--- config.mk ---
export PLATFORM = sky130hd
export DESIGN_NAME = lfsr_gen
export DESIGN_NICKNAME = d
export VERILOG_FILES = /design/src/rtl/lfsr_gen.sv
export SDC_FILE = /design/constraint.sdc
export NUM_CORES = 1
export LEC_CHECK = 0
export ABC_CLOCK_PERIOD_IN_PS = 1700
export CAP_MARGIN = 10
export CORE_UTILIZATION = 49
export CTS_CLUSTER_DIAMETER = 40
export CTS_CLUSTER_SIZE = 20
export DETAILED_ROUTE_END_ITERATION = 10
export PLACE_DENSITY = 0.79
export SLEW_MARGIN = 20
export SYNTH_ARGS = -nofsm -noshare
export SYNTH_HDL_FRONTEND = slang
export SYNTH_SLANG_ARGS = --single-unit
--- constraint.sdc ---
create_clock -name clk -period 1.7 [get_ports clk]
set_input_delay 0.17 -clock clk [delete_from_list [all_inputs] [get_ports clk]]
set_output_delay 0.17 -clock clk [all_outputs]
set_load 0.02 [all_outputs]
--- src/rtl/lfsr_gen.sv ---
// Galois LFSR generator with seed load, all-zero lockup protection
// and measurement of the period of the last completed cycle.
module lfsr_gen #(
    parameter int               WIDTH = 5,
    parameter logic [WIDTH-1:0] TAPS  = WIDTH'(5'b00101),
    parameter logic [WIDTH-1:0] SEED  = '1
) (
    input  logic             clk,
    input  logic             rst_b,
    input  logic             en,
    input  logic             load,
    input  logic [WIDTH-1:0] seed_in,
    output logic [WIDTH-1:0] q,
    output logic             bit_out,
    output logic             wrap,
    output logic [WIDTH-1:0] period,
    output logic             lockup
);

    logic [WIDTH-1:0] ref_state;
    logic [WIDTH-1:0] step_cnt;

    logic [WIDTH-1:0] step_val;
    logic [WIDTH-1:0] cnt_inc;
    logic             hit_ref;
    logic             seed_zero;

    // One Galois step, and whether it lands back on the reference state
    always_comb begin
        step_val  = {q[WIDTH-2:0], 1'b0};
        if (q[WIDTH-1]) begin
            step_val = step_val ^ TAPS;
        end
        cnt_inc   = step_cnt + 1'b1;
        hit_ref   = (step_val == ref_state);
        seed_zero = (seed_in == '0);
    end

    // State update: reset > load > step > hold; pulses default low
    always_ff @(posedge clk) begin
        if (!rst_b) begin
            q         <= SEED;
            ref_state <= SEED;
            step_cnt  <= '0;
            period    <= '0;
            wrap      <= 1'b0;
            lockup    <= 1'b0;
        end else begin
            wrap   <= 1'b0;
            lockup <= 1'b0;
            if (load) begin
                step_cnt <= '0;
                if (seed_zero) begin
                    // an all-zero state would stick forever
                    q         <= SEED;
                    ref_state <= SEED;
                    lockup    <= 1'b1;
                end else begin
                    q         <= seed_in;
                    ref_state <= seed_in;
                end
            end else if (en) begin
                q <= step_val;
                if (hit_ref) begin
                    step_cnt <= '0;
                    period   <= cnt_inc;
                    wrap     <= 1'b1;
                end else begin
                    step_cnt <= cnt_inc;
                end
            end
        end
    end

    assign bit_out = q[WIDTH-1];

endmodule

## Word level (Yosys, flattened, before mapping)

Cells that the tools add are included.

- Add/sub/neg operators: 1
- Bitwise logic cells: 4
- Mux-type cells: 7
- Reduce and logical (&&, ||, !) cells: 6
- Equality and inequality tests: 1

Operators by type and width:

| kind | count |
|---|---|
| 5-bit 2-to-1 mux | 4 |
| 5-bit by 1-bit adder with 5-bit output, second input constant | 1 |
| 5-bit equality test | 1 |
| 5-bit logical NOT | 1 |
| 3-bit 2-to-1 mux | 1 |
| 1-bit NOT | 3 |
| 3-bit AND reduction | 1 |
| 3-bit OR reduction | 1 |
| 1-bit 2-to-1 mux | 2 |
| 2-bit NOT | 1 |
| 2-bit AND reduction | 1 |
| 2-bit nonzero test | 1 |
| 2-bit OR reduction | 1 |

- Output and inout bits: 13
- Logic and storage cells: 25
- Flip-flop bits (word level): 22

## Longest topological paths before layout

- Depth in word-level cells: 4
- Gate-level depth with buffers: 5
- Depth with buffers taken out: 5

## Least setup slack after synthesis

Ideal clock, no wire load.

- Path kind: register to register
- From: register q[4]
- To: register period[2]
- Library setup time: 0.122 ns
- Data required time: 1.578 ns
- Path slack: 0.036 ns
- Arrival: 1.542 ns
- Cell stages (with the launch flop): 6
- Path through: dfxtp_1 -> xnor2_1 -> nand4_1 -> or3_1 -> buf_2 -> mux2i_1

- Word-level cells in the longest chain between the ends: 3

RTL lines:

| item | line | RTL |
|---|---|---|
| start: declaration | 13 | `output logic [WIDTH-1:0] q,` |
| start signal: assignment | 59 | `q <= seed_in;` |
| start signal: assignment | 63 | `q <= step_val;` |
| 3-bit 2-to-1 mux | 31 | `if (q[WIDTH-1]) begin` |
| 5-bit equality test | 35 | `hit_ref = (step_val == ref_state);` |
| 3-bit AND reduction (no line) | n/a |  |
| end signal: assignment | 66 | `period <= cnt_inc;` |
| end: declaration | 16 | `output logic [WIDTH-1:0] period,` |

Every way passes these cells.
A chain may end at the register's enable or synchronous reset.

## Worst setup path after layout

- From: register q[4]
- To: output port bit_out

RTL lines:

| item | line | RTL |
|---|---|---|
| end: declaration | 14 | `output logic bit_out,` |

No word-level cell between the ends.

==> flow_summary.ini <==
[sta]
fin_crit_sh_pct = 95.93
finalHoldViolations = 0
slew_headroom_pct = 70.79
rsz0062_at_grt = no
tns_ps = 0
drv_slew = 0
min_period_ps = 1631
fin_hold_ws_ps = 471.3
setup_viol = 0
fmax_mhz = 613.2
skew_ps = 16.66
worst_slew_pin_slew_ps = 434.1

[die]
io_pins = 22
core_region_area_mm2 = 0.001962
die_w_um = 47.68
dieArea_mm2 = 0.002273
rows = 16
die_h_um = 47.68
start_util_pct = 52.10

[placed_design]
gp_congestion = 0.7580
io_buffers = 21
hpwl_um = 1604

[finish]
final_cell_mix = clkdlybuf4s50_1, dfxtp_1, nor2b_1, o21ai_0, nand2_1
antenna_cells = 0
nNetsFinal = 151
utilization_pct = 67.16
drive_gt1_share_pct = 9.286
area_growth_pct = 28.89

[outcome]
status = complete, no violations

[synthesis]
yosysTopAreaCellShare_pct = 43.08
yosys.cell_types.count = 28
synth.top_cells.by_area = dfxtp_1, nor2b_1, o21ai_0
syn_inst = 116
async_flop_share_pct = 0
synth_edf_count = 0
syn_nets = 126
synthesis.area_mm2 = 0.001022
yosys_warnings = 0
seq_area_frac_synth_pct = 43.08
yosys.area.top_type = dfxtp_1
ys_seq_elements = 22
avgSynthCellArea_um2 = 8.812
synth_flop_cell = dfxtp_1

[global_routing]
grt-ovfl-total = 0
grt_antenna_before_repair = 0
track_usage_pct = 21.36
grt_max_degree = 21
grt_pass1_vias = 782
grt_pass1_wl_um = 3318

[clock_tree]
clock_latency_ps = 310
cts_buffers = 3
holdBufCountCts = 0
clk_pin_slew_worst_paths_ps = 130
cts_root_buf = clkbuf_4
cts_tree = built
cts_buffer_depth = 2
cts.sinks = 22
htreeDepth = 1

[drt]
num_vias = 876
drt_iter0_drc = 14
avgRoutedWirePerCell_um = 12.82
ant_nets = 0
drc = 0
drt_first_pass_iters = 4
viasPerCell = 5.246
wl_um = 2141

[setup_path]
r2r_slack_ps = 160
crit_fanout = 5
slowest_stage = clkdlybuf4s50_1
max_stage_delay_ps = 590
cp-start-kind = flip-flop
worstPathRequired_ps = 1530
cpLargestDelayFamily = buffers and inverters
crit_buf_inv = 2
worstPathArrival_ps = 1460
reg2reg_depth = 4
critPathCaptureType = output port
path_cells = buf_4 -> clkdlybuf4s50_1
path_class = reg -> out
reg2reg_from = q[2]$_SDFFE_PN1P_
reg2reg_to = period[4]$_SDFFE_PN0P_

[flow_run]
cap_violations = 0

[hold_path]
min_from = period[0]$_SDFFE_PN0P_
hold_depth = 2
hold-path-endpoint = period[0]$_SDFFE_PN0P_
hold_path.class = reg -> reg

[power]
total_power_uw = 1025
peakVddDrop_mv = 0.5194
power_density_mw_per_mm2 = 777.7
p_leak_uw = 0.0004918
==> cells in the mapped netlist, types with 2 or more instances <==
master / count
a211oi_1: 4
a21oi_1: 5
clkbuf_1: 5
dfxtp_1: 22
inv_1: 2
mux2i_1: 5
nand2_1: 9
nand2b_1: 8
nand3_1: 2
nor2_1: 8
nor2b_1: 11
o211ai_1: 3
o21ai_0: 11
xnor2_1: 6
xnor2_2: 2
==> area by class of cell <==
cell class	instances	area (um2)
tap	27	33.78
multi-input combinational	85	543.0
clock buffer	4	36.28
inverter	2	7.507
sequential	22	441.7
timing repair buffer	27	255.2
fill	181	644.4
==> state kept, by name, summed over array words and instances, names as in the netlist <==
signal and flops:
period 5, q 5, ref_state 5, step_cnt 5, lockup 1, wrap 1
==> power by group <==
group          switching, uW  internal [uW]  total, uW
clock                    157            131        288
combinational           89.5           92.4        182
sequential              20.5            535        555
total                    267            758       1020
==> per-layer routing <==
layer | share of wire [%] | global-route usage (%) | vias to the layer above | wire length, um
li1 | - | - | 448 | -
met1 | 44 | 25.87 | 397 | 950
met2 | 49 | 36.16 | 24 | 1052
met3 | 4.6 | 4.906 | 7 | 99
met4 | 1.8 | 9.444 | 0 | 39
met5 | 0 | 0 | - | 0
==> cell families (layout without fill, tap and decap cells) <==
kind of cell,Yosys count,count (layout),share of synthesized area (%)
xor gates and xnor gates,8,8,8.323
muxes,5,5,4.896
buffers and inverters,9,33,3.795
AOI/OAI and AO/OA,27,27,15.91
DFF,22,22,43.08
and+or+nand+nor,44,44,22.77
adders and majority gates,1,1,1.224
==> worst max path at each step <==
stage                      startpoint  cells past startpoint  slack, ps                      to
finish              q[4]$_SDFFE_PN1P_                      2         70                 bit_out
global route        q[4]$_SDFFE_PN1P_                      2         20                 bit_out
CTS                 q[4]$_SDFFE_PN1P_                      2         70                 bit_out
detailed placement         seed_in[3]                      5         40       q[2]$_SDFFE_PN1P_
global placement    q[4]$_SDFFE_PN1P_                      4         90  period[3]$_SDFFE_PN0P_
floorplan           q[4]$_SDFFE_PN1P_                      5         40  period[2]$_SDFFE_PN0P_
==> per-stage QoR <==
stage | setup slack [ps] | instance area (um2) | instances
floorplan | 36.44 | 1022 | 116
global placement | 93.64 | 1280 | 163
detailed placement | 37.59 | 1280 | 163
CTS | 67.28 | 1318 | 167
global route | 20.40 | 1318 | 167
finish | 69.27 | 1318 | 167
==> worst reg2reg max path: stages, from the launching register on <==
cell and delay [ps]:
dfxtp_1 440, xnor2_1 140, nand4_1 190, or3_1 520, mux2i_1 150
==> what timing repair did <==
action | CTS | global route
setup buffers | 0 | 0
resized for setup | 1 | 0
setup endpoints to repair | 1 | 0
Note: power is estimated with default switching activity, not from simulation.
